==> config.mk <==
export PLATFORM = sky130hd
export DESIGN_NAME = fifo_share_ctrl
export DESIGN_NICKNAME = d
export VERILOG_FILES = /design/src/rtl/fifo_share_ctrl.sv
export SDC_FILE = /design/constraint.sdc
export NUM_CORES = 1
export LEC_CHECK = 0
export CORE_MARGIN = 5
export CORE_UTILIZATION = 30
export CTS_CLUSTER_SIZE = 28
export DETAILED_ROUTE_END_ITERATION = 12
export PLACE_DENSITY = 0.83
export SYNTH_ARGS = -nofsm -noshare
export SYNTH_HDL_FRONTEND = slang
export SYNTH_SLANG_ARGS = --single-unit
==> constraint.sdc <==
create_clock -name clk -period 1.8 [get_ports clk]
set_input_delay 0.36 -clock clk [delete_from_list [all_inputs] [get_ports clk]]
set_output_delay 0.36 -clock clk [all_outputs]
set_load 0.01 [all_outputs]
==> src/rtl/fifo_share_ctrl.sv <==
// fifo_share_ctrl: round-robin producer arbiter into a shared FIFO, drained through a registered valid/ready stream
module fifo_share_ctrl #(
  parameter int NUM_REQ = 4,
  parameter int DATA_W = 8
) (
  input  logic                      clk,
  input  logic                      rst,
  input  logic [NUM_REQ-1:0]        req,
  input  logic [NUM_REQ*DATA_W-1:0] req_data,
  output logic [NUM_REQ-1:0]        gnt,
  output logic                      fifo_push,
  output logic [DATA_W-1:0]         fifo_din,
  output logic                      fifo_pop,
  input  logic [DATA_W-1:0]         fifo_dout,
  input  logic                      fifo_full,
  input  logic                      fifo_empty,
  output logic                      m_valid,
  output logic [DATA_W-1:0]         m_data,
  input  logic                      m_ready
);
  localparam int PW = $clog2(NUM_REQ);
  typedef enum logic [1:0] {IDLE, LOAD, HOLD} state_t;
  state_t state, state_nxt;
  logic [PW-1:0] rr_ptr, sel;
  logic hit, take;
  // first asserted requester at or after rr_ptr, wrapping modulo NUM_REQ; suppressed when full or in reset
  always_comb begin
    hit = 1'b0;
    sel = '0;
    for (int k = NUM_REQ - 1; k >= 0; k--)
      if (req[(int'(rr_ptr) + k) % NUM_REQ]) begin
        hit = 1'b1;
        sel = PW'((int'(rr_ptr) + k) % NUM_REQ);
      end
    hit = hit && !fifo_full && !rst;
  end
  assign gnt = hit ? NUM_REQ'(1) << sel : '0;
  assign fifo_push = hit;
  assign fifo_din = hit ? req_data[sel*DATA_W +: DATA_W] : '0;
  // pointer moves just past the granted requester so it gets lowest priority next
  always_ff @(posedge clk)
    if (rst) rr_ptr <= '0;
    else if (hit) rr_ptr <= (int'(sel) == NUM_REQ - 1) ? '0 : sel + 1'b1;
  // pop whenever the output stage is free (idle or being accepted) and the FIFO has data
  always_comb begin
    take = state == IDLE || (state == HOLD && m_ready);
    fifo_pop = !rst && take && !fifo_empty;
    state_nxt = take ? (fifo_empty ? IDLE : LOAD) : state == LOAD ? HOLD : state == HOLD ? HOLD : IDLE;
  end
  // LOAD captures the word that arrives one cycle after the pop; an accept in HOLD empties the stage
  always_ff @(posedge clk)
    if (rst) begin
      state <= IDLE;
      m_valid <= 1'b0;
      m_data <= '0;
    end else begin
      state <= state_nxt;
      if (state == LOAD) begin
        m_valid <= 1'b1;
        m_data <= fifo_dout;
      end else if (state == HOLD && m_ready) m_valid <= 1'b0;
    end
endmodule

Word level (Yosys, flattened, before mapping)

Cells that the tools add are included.

Flip-flop bits (word level): 13
Logic and storage cells: 62
Output and inout bits: 23

Bitwise gates (word level): 3
$lt $le $gt $ge: 4
Shifts and indexed selects: 2
Equal/unequal tests: 3
Add/sub/neg operators: 4
Multiplexer cells: 28
Reductions and logical operators: 14

Operator list:

| operator            | count |
|---|---|
| $shiftx 32x6->8     | 1 |
| $mux 2              | 8 |
| $mux 1              | 14 |
| $lt 3x4->1 const B  | 3 |
| $bmux 1 s2          | 4 |
| $mux 8              | 1 |
| $reduce_or 2->1     | 3 |
| $logic_and 1x1->1   | 5 |
| $add 2x1->2 const B | 2 |
| $add 2x2->2 const B | 2 |
| $eq 2x1->1 const B  | 2 |
| $mux 4              | 1 |
| $shl 1x2->4 const A | 1 |
| $and 1x1->1 const A | 3 |
| $logic_not 1->1     | 3 |
| $lt 2x3->1 const B  | 1 |
| $eq 2x2->1 const B  | 1 |
| $logic_not 2->1     | 1 |
| $reduce_bool 2->1   | 1 |
| $logic_or 1x1->1    | 1 |

Logic depth before layout (Yosys ltp)

Depth after elaboration: 13
Gate-level depth with buffers: 8

Least setup slack after synthesis

OpenSTA, ideal clock, no wires.

Path type: input-to-output
From: input port req[0]
To: output port gnt[0]
Required time: 1.440 ns
Cell stages on the path: 8
Data arrival time: 1.450 ns
Setup slack: -0.010 ns
Path buffers: 2
Path through: a21o_1 > a21oi_1 > o22a_1 > buf_6 > buf_12 > inv_1 > ha_1 > and2_1

Longest elaborated chain between the ends: 10
Elaborated cells between the ends (all ways): 23

Ends and longest elaborated chain:

| what                                       | line | RTL |
|---|---|---|
| start, declared                            | 8    | `input logic [NUM_REQ-1:0] req,` |
| $bmux 1 s2                                 | 31   | `if (req[(int'(rr_ptr) + k) % NUM_REQ]) begin` |
| $mux 1 (implied by the code) (2 in series) | 31   |  |
| $mux 1 (4 in series)                       | 31   |  |
| $logic_and 1x1->1 (2 in series)            | 35   | `hit = hit && !fifo_full && !rst;` |
| $mux 4 *                                   | 37   | `assign gnt = hit ? NUM_REQ'(1) << sel : '0;` |
| end, declared                              | 10   | `output logic [NUM_REQ-1:0] gnt,` |

Every way passes the cells marked *; elsewhere a longest branch is shown, timed or not. The select of a mux whose other input is x is not followed.

Worst setup path in the final report

From: register rr_ptr[0]
To: output port fifo_din[5]

Longest elaborated chain between the ends: 11
Elaborated cells between the ends (all ways): 26

Ends and longest elaborated chain:

| what                                                 | line | RTL |
|---|---|---|
| start, declared                                      | 24   | `logic [PW-1:0] rr_ptr, sel;` |
| start signal, assigned                               | 43   | `else if (hit) rr_ptr <= (int'(sel) == NUM_REQ - 1) ? '0 : sel + 1'b1;` |
| branches (longest 10 deep; another with $add 2x2->2) | n/a  |  |
| $mux 8 *                                             | 39   | `assign fifo_din = hit ? req_data[sel*DATA_W +: DATA_W] : '0;` |
| end, declared                                        | 12   | `output logic [DATA_W-1:0] fifo_din,` |

Mark *: on every way between the ends. The select of a mux whose other input is x is not followed.

==> run metrics <==
outcome=finished with violations; failing checks=setup timing; Post-synth EDFFs=0; period utilization=123.1%; Skew-Pair Late Insertion Delay=0.27 ns; pwr/cell area=539.8 mW/mm^2; maximum VDD drop=0.0002311 V; post-synth top area cell=dfxtp_1; Synth Area in Adders=9.615%; commonest non-fill, non-tap cell in the layout=clkdlybuf4s50_1; CP Launch Type=register; fin crit period=2.216 ns; Setup TNS Final=-4.691 ns; post-synthesis sequential area ratio=28.57%; post-synth cell types=22; Fillers=224; initial core utilization=30.59%; Slew Limit Fails=0; ys async rst share=0%; vias in the first global route=1,226; CTS buffer count=3; fin worst setup slack=-0.4161 ns; ratio of cells with drive above 1 in the final layout=36.92%; GRT Overall Usage=15.62%; Worst Hold Class=register to register; Worst Path Arrival=1.86 ns; Synth area leaders=dfxtp_1 29%, mux2i_1 27%, ha_1 9.6%; most frequent cells in the layout=53 x clkdlybuf4s50_1, 22 x mux2i_1, 17 x buf_4, 12 x nor2_1, 11 x dfxtp_1; Final Hold Vio Count=0; Syn Area/Cell=9.201 sq um; Die Span Y=65.10 microns; clock-pin slew on the worst setup and hold paths=0.08 ns; Area Overhead vs Synth=120.6%; Mapped Nets=155; Final Skew=0.001644 ns; Simple-Gate Fraction of Synth Area=13.87%; CP max FO=5; synthesized area=910.9 sq um; Least-Margin Pin Slew=0.5017 ns; drt via density=4.943; dpl hpwl=2465 microns; met2 Track Usage GR=30.40%; Compound-Gate Fraction of Synth Area=13.74%; WL final=3428 microns; Synth Register Bits=13; Overall Power=1.085 mW; warning count from the yosys run=0; Max-Cap Viols=0; Sink Count=13; post-synth top area share=28.57%; final setup vio count=13; GP Congestion=0.8711; Layout Nets=252; ant diodes=0; DRC Markers=0; TritonCTS clock tree=yes; grt peak-use layer=met2; H-tree depth=1; fmax=451.2 MHz; Clock Tree Root=clkbuf_4; required time worst endpoint=1.44 ns; DR vias=1,127; die area=0.004238 sq mm; pre-CTS WS=-1.086 ns; pin count of the biggest net entering global routing=15; Slew HR=66.55%; mux contribution to synthesized area=27.47%; Global Route met3 Usage=6.838%; GRT met1 Usage=14.27%; routed length per instance=15.04 microns; RSZ-0062 raised after global routing=yes; Die X=65.10 microns; 1st-iter DRT viols=26; worst-case clock buffer depth=2; first-pass GRT wire length=5223 microns; TritonRoute pass-1 iters=4; total grt overflow=0; Top Ports=72; initial antenna violation count=0; cts hold-fix bufs=0; row count=20; synthesized instance count=99; Leakage=0.8684 nW; DRT antenna net count=0; ys flop type=dfxtp_1; Worst Setup Path Type=register to output port; core area=0.002978 sq mm; Critical Path End Type=output port; XOR/XNOR share of the synthesized area=0%; largest family of logic cells by synthesized area=multiplexers; IO Port Bufs=71
==> worst paths after layout <==
kind	start	endpoint	slack [ns]	cells past startpoint
setup / recovery	rr_ptr[0]	fifo_din[5]	-0.42	8
setup reg to reg	rr_ptr[0]	rr_ptr[1]	0.09	8
hold reg to reg	m_data[3]	m_data[3]	0.50	2
hold / removal	m_data[3]	m_data[3]	0.50	2
==> cells by family after synthesis <==
logic type	Yosys count
simple gates	26
mux	25
compound gates	18
flops	13
buf+inv	10
fa+ha+maj	7
==> repair_timing <==
action                                  4_1_cts  5_1_grt
gates cloned                                  2        1
resized for setup                            84       24
endpoints found under the setup margin       15       14
pin swaps                                     6        4
setup buffers                                 8        6
==> sequential cells by signal (all words and copies together) (netlist names) <==
register,cells
m_data,8
rr_ptr,2
state,2
m_valid,1
==> layout make-up <==
cell class / instances / area, sq um / share of cell area, %
inverters: 6 / 27.53 / 1.370
well taps: 33 / 41.29 / 2.055
multi-input cells: 76 / 728.2 / 36.24
flip-flops and latches: 13 / 262.8 / 13.08
clock buffers: 3 / 22.52 / 1.121
clock inverters: 1 / 5.005 / 0.2491
repair buffers: 96 / 922.1 / 45.89
==> worst max-delay path, cell delays in order, from the launching register on <==
cell and delay, ns:
dfxtp_2 0.34, nand2b_4 0.14, nor2b_4 0.12, o22a_2 0.24, buf_6 0.14, buf_12 0.14
mux2i_4 0.18, o22ai_1 0.14, buf_2 0.15
==> per-layer routing <==
metal	vias to the layer above	routed length [microns]
met2	67	1720
li1	540	-
met5	-	0
met1	514	1214
met3	6	418
met4	0	74
==> cell usage after synthesis, drive strengths merged, types with 3 or more instances <==
| cell type | count |
|---|---|
| mux2i | 25 |
| a21oi | 4 |
| o22ai | 9 |
| ha | 7 |
| and2 | 4 |
| inv | 6 |
| dfxtp | 13 |
| nor2 | 12 |
| nand2 | 3 |
==> metrics by stage <==
| step | cells | hold slack [ns] | utilization, % | area, sq um |
|---|---|---|---|---|
| 2_1_floorplan | 99 | 0.4328 | - | 910.9 |
| 6_report | 228 | 0.5029 | 67.48 | 2009 |
| 3_3_place_gp | 208 | 0.4665 | 57.23 | 1704 |
| 3_5_place_dp | 208 | 0.4854 | 57.23 | 1704 |
| 5_1_grt | 228 | 0.5419 | 67.48 | 2009 |
| 4_1_cts | 222 | 0.5070 | 63.19 | 1882 |
==> power by group <==
part / switching (mW) / total, mW / leakage, nW / internal, mW
Combinational: 0.232 / 0.591 / 0.744 / 0.358
Clock: 0.0942 / 0.176 / 0.0177 / 0.0822
Sequential: 0.0110 / 0.317 / 0.107 / 0.306
Note: power is estimated with default switching activity, not from simulation.
